**config.mk**
```make
export PLATFORM = sky130hd
export DESIGN_NAME = bk_sub_pipe
export DESIGN_NICKNAME = d
export VERILOG_FILES = /design/src/rtl/fir_arith_pkg.sv /design/src/rtl/bk_pg_cell.sv /design/src/rtl/bk_sub_pipe.sv
export SDC_FILE = /design/constraint.sdc
export NUM_CORES = 1
export LEC_CHECK = 0
export CORE_ASPECT_RATIO = 0.6
export CORE_MARGIN = 3
export CORE_UTILIZATION = 46
export DETAILED_ROUTE_END_ITERATION = 12
export PLACE_DENSITY = 0.75
export SYNTH_ARGS = -nofsm -noshare
export SYNTH_HDL_FRONTEND = slang
export SYNTH_SLANG_ARGS = --single-unit
```
**constraint.sdc**
```tcl
create_clock -name clk -period 2 [get_ports clk]
set_input_delay 0.4 -clock clk [delete_from_list [all_inputs] [get_ports clk]]
set_output_delay 0.4 -clock clk [all_outputs]
set_load 0.02 [all_outputs]
```
**src/rtl/fir_arith_pkg.sv**
```systemverilog
// Shared types and constant helpers for the FIR datapath prefix adder/subtractor family.
// Provides the (g,p) pair used by every Brent-Kung prefix cell.
package fir_arith_pkg;

    typedef struct packed {
        logic g;
        logic p;
    } pg_t;

    function automatic int clog2(input int n);
        int r;
        r = 32'sd0;
        for (int i = 32'sd0; i < 32'sd31; i++) begin
            if ((32'sd1 << i) < n) begin
                r = i + 32'sd1;
            end else begin
                r = r;
            end
        end
        return r;
    endfunction

    // Most positive two's-complement value of a w-bit word, zero-extended to 64 bits.
    function automatic logic [63:0] signed_max(input int w);
        return (64'd1 << (w - 32'sd1)) - 64'd1;
    endfunction

    function automatic logic [63:0] signed_min(input int w);
        return 64'd1 << (w - 32'sd1);
    endfunction

endpackage

```
**src/rtl/bk_pg_cell.sv**
```systemverilog
// One Brent-Kung prefix operator: (g,p) o (g',p') = (g | p&g', p&p').
// i_hi is the more significant span, i_lo the span directly below it.
module bk_pg_cell
    import fir_arith_pkg::*;
(
    input  pg_t i_hi,
    input  pg_t i_lo,
    output pg_t o_pg
);

    assign o_pg.g = i_hi.g | (i_hi.p & i_lo.g);
    assign o_pg.p = i_hi.p & i_lo.p;

endmodule

```
**src/rtl/bk_sub_pipe.sv**
```systemverilog
// Two-stage pipelined Brent-Kung subtractor (diff = a - b - borrow_in) with valid/ready flow control.
// Define SUB_SAT_EN to clamp overflowing results to the signed extreme instead of wrapping.
module bk_sub_pipe
    import fir_arith_pkg::*;
#(
    parameter int WIDTH = 32'sd16
) (
    input  logic             clk,
    input  logic             rst,
    input  logic             in_valid,
    output logic             in_ready,
    input  logic [WIDTH-1:0] a,
    input  logic [WIDTH-1:0] b,
    input  logic             borrow_in,
    output logic             out_valid,
    input  logic             out_ready,
    output logic [WIDTH-1:0] diff,
    output logic             borrow_out,
    output logic             ovf
);

    localparam int DEPTH = clog2(WIDTH);

    logic             w_adv1;
    logic             w_adv2;
    logic [WIDTH-1:0] w_p_raw;

    pg_t  [WIDTH-1:0] r_up;
    logic [WIDTH-1:0] r_p;
    logic             r_cin;
    logic             r_a_msb;
    logic             r_b_msb;
    logic             r_valid1;

    pg_t  [WIDTH-1:0] w_pre;
    logic [WIDTH-1:0] w_c;
    logic [WIDTH-1:0] w_sum;
    logic [WIDTH-1:0] w_diff;
    logic             w_ovf;

    logic             r_valid2;
    logic [WIDTH-1:0] r_diff;
    logic             r_borrow;
    logic             r_ovf;

    assign w_adv2   = ~r_valid2 | out_ready;
    assign w_adv1   = ~r_valid1 | w_adv2;
    assign in_ready = w_adv1;

    assign out_valid  = r_valid2;
    assign diff       = r_diff;
    assign borrow_out = r_borrow;
    assign ovf        = r_ovf;

    // Subtraction runs as a + ~b + cin, so the bit terms use the inverted subtrahend.
    assign w_p_raw = ~(a ^ b);

    for (genvar l = 0; l <= DEPTH; l++) begin : g_up
        pg_t [WIDTH-1:0] w_pg;
        for (genvar i = 0; i < WIDTH; i++) begin : g_node
            if (l == 0) begin : g_leaf
                assign w_pg[i].g = a[i] & ~b[i];
                assign w_pg[i].p = w_p_raw[i];
            end else if (((i + 32'sd1) % (32'sd1 << l)) == 32'sd0) begin : g_cell
                bk_pg_cell u_cell (
                    .i_hi (g_up[l-1].w_pg[i]),
                    .i_lo (g_up[l-1].w_pg[i - (32'sd1 << (l - 1))]),
                    .o_pg (w_pg[i])
                );
            end else begin : g_pass
                assign w_pg[i] = g_up[l-1].w_pg[i];
            end
        end
    end

    // Stage-1 operand registers; loaded only on an accepted beat so idle X never enters.
    always_ff @(posedge clk) begin
        if (w_adv1 && in_valid) begin
            r_up    <= g_up[DEPTH].w_pg;
            r_p     <= w_p_raw;
            r_cin   <= ~borrow_in;
            r_a_msb <= a[WIDTH-1];
            r_b_msb <= b[WIDTH-1];
        end
    end

    // Down-sweep: each level fills the prefixes sitting halfway between already-complete ones.
    for (genvar l = DEPTH; l >= 1; l--) begin : g_dn
        pg_t [WIDTH-1:0] w_pg;
        if (l == DEPTH) begin : g_base
            assign w_pg = r_up;
        end else begin : g_lvl
            for (genvar i = 0; i < WIDTH; i++) begin : g_node
                if ((i >= (32'sd1 << l)) &&
                    (((i + 32'sd1) % (32'sd1 << l)) == (32'sd1 << (l - 1)))) begin : g_cell
                    bk_pg_cell u_cell (
                        .i_hi (g_dn[l+1].w_pg[i]),
                        .i_lo (g_dn[l+1].w_pg[i - (32'sd1 << (l - 1))]),
                        .o_pg (w_pg[i])
                    );
                end else begin : g_pass
                    assign w_pg[i] = g_dn[l+1].w_pg[i];
                end
            end
        end
    end

    assign w_pre = g_dn[1].w_pg;

    // With full prefixes in hand, the carry ripple from cin collapses to one term per bit.
    for (genvar i = 0; i < WIDTH; i++) begin : g_carry
        assign w_c[i] = w_pre[i].g | (w_pre[i].p & r_cin);
        if (i == 0) begin : g_lsb
            assign w_sum[i] = r_p[i] ^ r_cin;
        end else begin : g_upper
            assign w_sum[i] = r_p[i] ^ w_c[i-1];
        end
    end

`ifdef SUB_SAT_EN
    localparam logic [63:0]      L_SMAX64 = signed_max(WIDTH);
    localparam logic [63:0]      L_SMIN64 = signed_min(WIDTH);
    localparam logic [WIDTH-1:0] L_SMAX   = L_SMAX64[WIDTH-1:0];
    localparam logic [WIDTH-1:0] L_SMIN   = L_SMIN64[WIDTH-1:0];
`endif

    // Overflow detect and, when enabled, the clamp to the signed extreme.
    always_comb begin
        w_ovf = (r_a_msb != r_b_msb) && (w_sum[WIDTH-1] != r_a_msb);
`ifdef SUB_SAT_EN
        if (w_ovf) begin
            w_diff = r_a_msb ? L_SMIN : L_SMAX;
        end else begin
            w_diff = w_sum;
        end
`else
        w_diff = w_sum;
`endif
    end

    // Valid bits and stage-2 result registers; a bubble loads zeros so idle outputs read 0.
    always_ff @(posedge clk or posedge rst) begin
        if (rst) begin
            r_valid1 <= 1'b0;
            r_valid2 <= 1'b0;
            r_diff   <= '0;
            r_borrow <= 1'b0;
            r_ovf    <= 1'b0;
        end else begin
            if (w_adv1) begin
                r_valid1 <= in_valid;
            end else begin
                r_valid1 <= r_valid1;
            end
            if (w_adv2) begin
                r_valid2 <= r_valid1;
                if (r_valid1) begin
                    r_diff   <= w_diff;
                    r_borrow <= ~w_c[WIDTH-1];
                    r_ovf    <= w_ovf;
                end else begin
                    r_diff   <= '0;
                    r_borrow <= 1'b0;
                    r_ovf    <= 1'b0;
                end
            end else begin
                r_valid2 <= r_valid2;
            end
        end
    end

endmodule

```
==> run metrics, run 1 <==
status=completed; die height=66.8 µm; Max FO, Critical Path=2; register area share after synthesis=63.2%; number of library cell types mapped by synthesis=40; GR Util All Layers=17.0%; Area Growth Syn to Fin=35.5%; nets@finish=347; Tot Pwr=0.00337 W; DP Wirelength=4.19 mm; cell row count=21; skew final=0.00826 ns; Final setup viols=0; core area=0.00575 mm²; largest net degree at the start of global routing=28; Fin Setup TNS=0 ns; worst vdd ir=0.000341 V; Yosys Warn Count=0; Worst-path clk slew=0.07 ns; clk_lat worst skew=0.34 ns; Hold Path Class=in2async; CP required=2.10 ns; Tcrit/Tclk final=98.3%; Clock Tree Root=clkbuf_8; Via density=5.00; commonest non-fill, non-tap cell in the layout=clkdlybuf4s50_1; CTS tree=done; Startpoint Class=input port; starting density of the core=49.2%; die width=107 µm; Switching Fraction=25.8%; FF/Latch Area=0.00179 mm²; Clock Power Share=32.2%; count of pins over their slew limit=0; syn_area_per_cell=13.4 µm²; Tmin final=1.97 ns; static leakage=1.68 nW; sequential share of power=48.2%; Least-Margin Pin Slew=0.850 ns; setup ws final=0.0343 ns; Worst slew margin=43.1%; fillers=439; Mapped Area=0.00283 mm²; Mapped Nets=266; CTS H-tree lvls=3; routability cong.=0.763; FFs w/ async S/R, synth=31.7%; Comb pwr share=19.5%; Ports=57; pre-CTS WS=-0.327 ns; CTS sink cnt=63; Fin Hold WS=0.388 ns; most frequent cells in the layout=55 x clkdlybuf4s50_1, 43 x edfxtp_1, 23 x inv_1; max cap viols=0; layout cells sized above 1=14.4%; clk buf depth=2; antenna cells=0; overall routed net length=5.59 mm; footprint of the multi-input gates=955 µm²; GRT Residual Overflow=0; crit path DAT=2.07 ns; Post-synth EDFFs=43; initial antenna violation count=0; vias in the first global route=1819; CTS Buf Count=9; placed inst area=0.00362 mm²; Detailed Route Iter0 Violations=74; DRT Pass-1 Iters=4; Vias=1891; drc violations=0; Routed wire per std cell=14.8 µm; fin area=0.00384 mm²; synthesized instance count=212; cts hold-fix bufs=0; achievable clock frequency=0.509 GHz; number of port buffers=56; max reg flops=24; Die ar.=0.00717 mm²; ys flop type=edfxtp_1; Synth Register Bits=63; PwrDens=877 mW/mm²; Switch Pwr=0.000868 W; Hold Vio Cnt, Final=0; Final ANT Viol Nets=0; Cell Int Power=0.00250 W; Critical Path End Type=register; CP Class=in2reg; first-pass GRT wire length=8.87 mm
## path summary, 6_finish.rpt
| check | start | slack, ns | to | depth (start not counted) |
|---|---|---|---|---|
| setup / recovery | b[1] | 0.03 | g_dn[1].w_pg[15] | 8 |
| hold / removal | rst | 0.39 | borrow_out | 3 |
| setup reg to reg | r_cin | 0.35 | diff[15] | 4 |
| hold reg to reg | diff[14] | 0.48 | diff[14] | 2 |
| max in group asynchronous | rst | 1.40 | r_valid1 | 3 |
| min in group clk | diff[14] | 0.48 | diff[14] | 2 |
## per-layer routing
metal | GRT usage, % | up-vias | routed length [µm]
met4 | 6.61 | 0 | 58
li1 | - | 949 | -
met5 | 0 | - | 0
met2 | 23.8 | 59 | 2430
met1 | 23.6 | 877 | 2670
met3 | 6.87 | 6 | 434
## power by group through the flow
stage,Sequential (W),Clock [W],Combinational [W]
floorplan,0.00171,0,0.000264
global placement,0.00165,0,0.000637
detailed placement,0.00165,0,0.000651
CTS,0.00163,0.00112,0.000653
global route,0.00164,0.00117,0.000718
finish,0.00162,0.00109,0.000659
## worst max-delay path, cell delays in order
cell	delay, ns
clkdlybuf4s50_1	0.45
inv_1	0.04
ha_1	0.29
a21o_1	0.21
a31o_4	0.27
a221oi_4	0.23
buf_4	0.15
inv_1	0.03
## layout make-up
cell class | count | area share (%)
clock buffers | 10 | 3.58
inverters | 24 | 2.35
multi-input cells | 121 | 24.9
well taps | 80 | 2.61
repair buffers | 74 | 18.4
clock inverters | 6 | 1.56
flip-flops and latches | 63 | 46.6
## cells in the mapped netlist (4+ instances only)
cell type  instances  area [µm²]
a21oi_1            7        35.0
inv_1             23        86.3
dfrtp_1           20         500
edfxtp_1          43        1290
xnor2_1            4        35.0
nand2_1           11        41.3
and2_1             5        31.3
a22o_1            12         105
xor2_1             6        52.6
nand3_1            6        30.0
a21o_1            14         105
ha_1              17         213
## stage by stage
stage | utilization, % | cells
3_5_place_dp | 62.9 | 361
2_1_floorplan | - | 212
5_1_grt | 66.8 | 378
4_1_cts | 66.3 | 377
3_3_place_gp | 62.9 | 361
6_report | 66.8 | 378
## cell families (layout without fill, tap and decap cells)
kind of cell,count (synthesis),after routing,synth area share [%]
compound gates,53,53,14.7
xor+xnor,10,10,3.09
fa+ha+maj,17,17,7.51
buf+inv,28,114,3.84
flops,63,63,63.2
simple gates,41,41,7.64
## timing repair
| action | in CTS | in global routing |
|---|---|---|
| endpoints found under the hold margin | 0 | 0 |
| endpoints found under the setup margin | 1 | 1 |
| pin swaps | 0 | 2 |
| gates resized for setup | 1 | 2 |
| buffers inserted | 0 | 1 |
Power figures use the tool's default switching activity.
==> run 2: changes to the inputs <==
Settings changed: CORE_MARGIN 3 to 5.
==> run 2 against run 1 <==
Fmax rose by 0.62%. Wire length fell by 1.4%. Final area fell by 0.42%. Largest power group unchanged.
==> run metrics, run 2 (synthesis gave the netlist of run 1 again) <==
Hold Vio Cnt, Final=0; Hold Path Class=in2async; Via density=5.03; DRT Pass-1 Iters=4; Startpoint Class=input port; Die ar.=0.00788 mm²; CP required=1.60 ns; commonest non-fill, non-tap cell in the layout=clkdlybuf4s50_1; static leakage=1.66 nW; GRT Residual Overflow=0; clk_lat worst skew=0.33 ns; vias in the first global route=1910; number of port buffers=56; CTS tree=done; Area Growth Syn to Fin=35.0%; worst vdd ir=0.000416 V; Tot Pwr=0.00350 W; Critical Path End Type=primary output; Final ANT Viol Nets=0; CP Class=in2out; first-pass GRT wire length=9.18 mm; achievable clock frequency=0.512 GHz; overall routed net length=5.51 mm; CTS H-tree lvls=3; Worst-path clk slew=0.07 ns; cell row count=22; Final Util=63.2%; placed inst area=0.00357 mm²; fin area=0.00382 mm²; Max FO, Critical Path=3; starting density of the core=46.8%; skew final=0.00663 ns; Fin Setup TNS=0 ns; Vias=1883; Tmin final=1.95 ns; CTS sink cnt=63; nets@finish=339; Worst slew margin=41.3%; antenna cells=0; drc violations=0; die height=70.8 µm; max reg flops=24; status=completed; Routed wire per std cell=14.7 µm; Least-Margin Pin Slew=0.877 ns; most frequent cells in the layout=55 x clkdlybuf4s50_1, 43 x edfxtp_1, 23 x inv_1; Detailed Route Iter0 Violations=116; Final setup viols=0; core area=0.00606 mm²; setup ws final=0.0464 ns; crit path DAT=1.55 ns; initial antenna violation count=0; pre-CTS WS=-0.379 ns; count of pins over their slew limit=0; GR Util All Layers=14.9%; largest net degree at the start of global routing=44; layout cells sized above 1=11.7%; die width=111 µm; RSZ-0062 raised after global routing=no; CTS Buf Count=9; DP Wirelength=4.19 mm; Ports=57; Clock Tree Root=clkbuf_8; reg2reg setup slack=0.21 ns; PwrDens=914 mW/mm²; clk buf depth=2; routability cong.=0.809; Tcrit/Tclk final=97.7%; max cap viols=0
-- run 2: worst max-delay path, cell delays in order --
cell and delay, ns:
clkdlybuf4s50_1 0.45, nor2b_1 0.23, nand2_1 0.13, dlygate4sd2_1 0.34
-- run 2: power by group --
part / switching [W] / internal (W) / total (W)
registers: 0.0000746 / 0.00155 / 0.00163
clock network: 0.000458 / 0.000769 / 0.00123
logic: 0.000308 / 0.000335 / 0.000643
-- run 2: per-layer routing --
metal | vias to the layer above | part of all wire (%) | routed length, µm | global-route usage (%)
met4 | 0 | 0.33 | 18 | 4.86
met3 | 2 | 6.7 | 370 | 6.07
met2 | 53 | 47 | 2600 | 23.2
li1 | 934 | - | - | -
met5 | - | 0 | 0 | 0
met1 | 894 | 46 | 2520 | 19.3
-- run 2: timing repair --
| item | CTS | global route |
|---|---|---|
| endpoints found under the setup margin | 2 | 1 |
| gates resized for setup | 3 | 1 |
| pin swaps | 3 | 2 |
| hold buffers | 0 | 0 |
| setup buffers | 0 | 0 |
-- run 2: final timing paths --
check / from / end / depth (start not counted)
min in group clk: diff[13] / diff[13] / 2
min reg2reg: diff[13] / diff[13] / 2
max reg2reg: out_valid / diff[6] / 4
max in group asynchronous: rst / diff[7] / 3
min: rst / diff[3] / 3
max: out_ready / in_ready / 4
-- run 2: area by class of cell --
| type | instances | area [µm²] |
|---|---|---|
| Clock buffer | 13 | 159 |
| Clock inverter | 3 | 65.1 |
| Fill cell | 482 | 2230 |
| Inverter | 24 | 90.1 |
| Multi-Input combinational cell | 121 | 967 |
| Sequential cell | 63 | 1790 |
| Tap cell | 84 | 105 |
| Timing Repair Buffer | 66 | 647 |
-- run 2: per-stage QoR --
stage                     std cells  hold slack, ns
after floorplan                 212           0.364
after global placement          358           0.458
after detailed placement        358           0.464
after CTS                       374           0.385
after global routing            374           0.396
final                           374           0.391
==> run 3: changes to the inputs <==
Clock period 2 ns to 1.7 ns, I/O delays scaled along.
==> run 3 against run 2 <==
The run now ends with negative setup slack left. Sequential share of layout area decreased by 1.6 points. Die area unchanged. Worst setup slack got worse by 0.054 ns. Wire length decreased by 3.9%. Clock skew increased by 0.00065 ns. Final cell count increased by 1.6%. Final area increased by 3.5%. Largest cell class unchanged.
==> run metrics, run 3 (synthesis gave the netlist of run 1 again) <==
worst-path cell chain=clkdlybuf4s50_1, inv_1, ha_1, a21o_1, a21o_1, a21oi_2, o221ai_1; postcts setup bufs=0; vias in the first global route=1939; core area=0.00606 mm²; CTS sink cnt=63; cell row count=22; die width=111 µm; Detailed Route Iter0 Violations=108; crit path DAT=1.79 ns; setup ws final=-0.00760 ns; Area Growth Syn to Fin=39.7%; Final ANT Viol Nets=0; Fin Hold WS=0.329 ns; initial antenna violation count=0; busiest grt layer=met2; Final setup viols=1; crit-path leading delay family=compound AO/OA/AOI/OAI gates; clk_lat worst skew=0.34 ns; FF/Latch Area=0.00179 mm²; max cap viols=0; commonest non-fill, non-tap cell in the layout=edfxtp_1; status=finished with violations; Via density=5.06; DP Wirelength=3.91 mm; Clock Tree Root=clkbuf_8; Buf/Inv on CP=2; Least-Margin Pin Slew=0.536 ns; largest net degree at the start of global routing=22; Die ar.=0.00788 mm²; Max FO, Critical Path=2; first-pass GRT wire length=9.18 mm; die height=70.8 µm; worst vdd ir=0.000439 V; most frequent CP cell=a21o_1; Critical Path End Type=register; Hold Path Class=in2async; PwrDens=1020 mW/mm²; Worst-path clk slew=0.07 ns; Hold Vio Cnt, Final=0; most frequent cells in the layout=43 x edfxtp_1, 42 x clkdlybuf4s50_1, 20 x inv_1, 20 x dfrtp_1, 14 x a21o_1; pre-CTS WS=-0.596 ns; CTS H-tree lvls=3; Ports=57; GR Util All Layers=14.9%; DRT Pass-1 Iters=4; failing checks=negative setup slack; routability cong.=0.783; max reg flops=24; GRT Residual Overflow=0; Vias=1924; layout cells sized above 1=19.9%; skew final=0.00728 ns; CP required=1.78 ns; antenna cells=0; footprint of the multi-input gates=0.00106 mm²; Startpoint Class=input port; clk buf depth=2; starting density of the core=46.8%; CP Class=in2reg; count of pins over their slew limit=0; RSZ-0062 raised after global routing=yes; static leakage=1.73 nW; CP max stage cell=clkdlybuf4s50_1; met3 usage=5.64%; Routed wire per std cell=13.9 µm; Worst slew margin=64.2%; met1 Use GR=19.4%; achievable clock frequency=0.586 GHz; cts hold-fix bufs=0; CTS Buf Count=9; fillers=476; GR Util met2=22.8%; number of port buffers=56; drc violations=0; Worst path max stage delay=0.45 ns; nets@finish=345; CTS tree=done; overall routed net length=5.30 mm; Tcrit/Tclk final=100%; Tmin final=1.71 ns
run 3: cell count changes in the layout (fill, tap and decap cells not counted), sizes merged:
cell | before | now
bufinv | 2 | 1
clkdlybuf4s50 | 55 | 42
clkinv | 1 | 2
dlygate4sd2 | 1 | 11
clkbuf | 13 | 14
dlymetal6s2s | 0 | 2
buf | 10 | 16
run 3: through the flow:
| step | util (%) | cell area [µm²] | cells | TNS (ns) | total power, W |
|---|---|---|---|---|---|
| floorplan | - | 2840 | 212 | 0 | 0.00232 |
| global placement | 60.2 | 3640 | 364 | -5.72 | 0.00270 |
| detailed placement | 60.2 | 3640 | 364 | -6.20 | 0.00271 |
| CTS | 65.3 | 3960 | 380 | 0 | 0.00408 |
| global route | 65.4 | 3960 | 380 | -0.0904 | 0.00424 |
| finish | 65.4 | 3960 | 380 | -0.00760 | 0.00403 |
run 3: final timing paths:
kind	startpoint	depth (start not counted)	to	slack, ns
min in group clk	diff[13]	2	diff[13]	0.48
min	rst	3	diff[11]	0.33
min reg2reg	diff[13]	2	diff[13]	0.48
max	b[13]	7	g_dn[1].w_pg[31]	-0.008
max reg2reg	r_cin	4	diff[15]	0.12
max in group asynchronous	rst	3	diff[6]	1.15
run 3: where the power goes:
group	internal, W	switching [W]	total [W]
registers	0.00182	0.0000822	0.00191
clock network	0.000792	0.000530	0.00132
logic	0.000421	0.000375	0.000797
run 3: cell type report:
class	instances	share of cell area, %
Tap cell	84	2.65
Sequential cell	63	45.3
Multi-Input combinational cell	121	26.7
Inverter	24	2.28
Timing Repair Buffer	72	17.8
Clock buffer	13	4.27
Clock inverter	3	1.01
run 3: worst min-delay path: stages:
cell and delay, ns:
clkdlybuf4s50_1 0.40, inv_1 0.05, buf_4 0.27
run 3: repair_timing:
| item | in CTS | in global routing |
|---|---|---|
| endpoints found under the setup margin | 4 | 16 |
| pin swaps | 9 | 2 |
| gates resized for setup | 31 | 5 |
| gates cloned | 0 | 0 |
run 3: routing by layer:
layer | vias to the layer above | routed length (µm)
met1 | 909 | 2360
li1 | 943 | -
met4 | 0 | 34
met2 | 63 | 2470
met5 | - | 0
met3 | 9 | 430
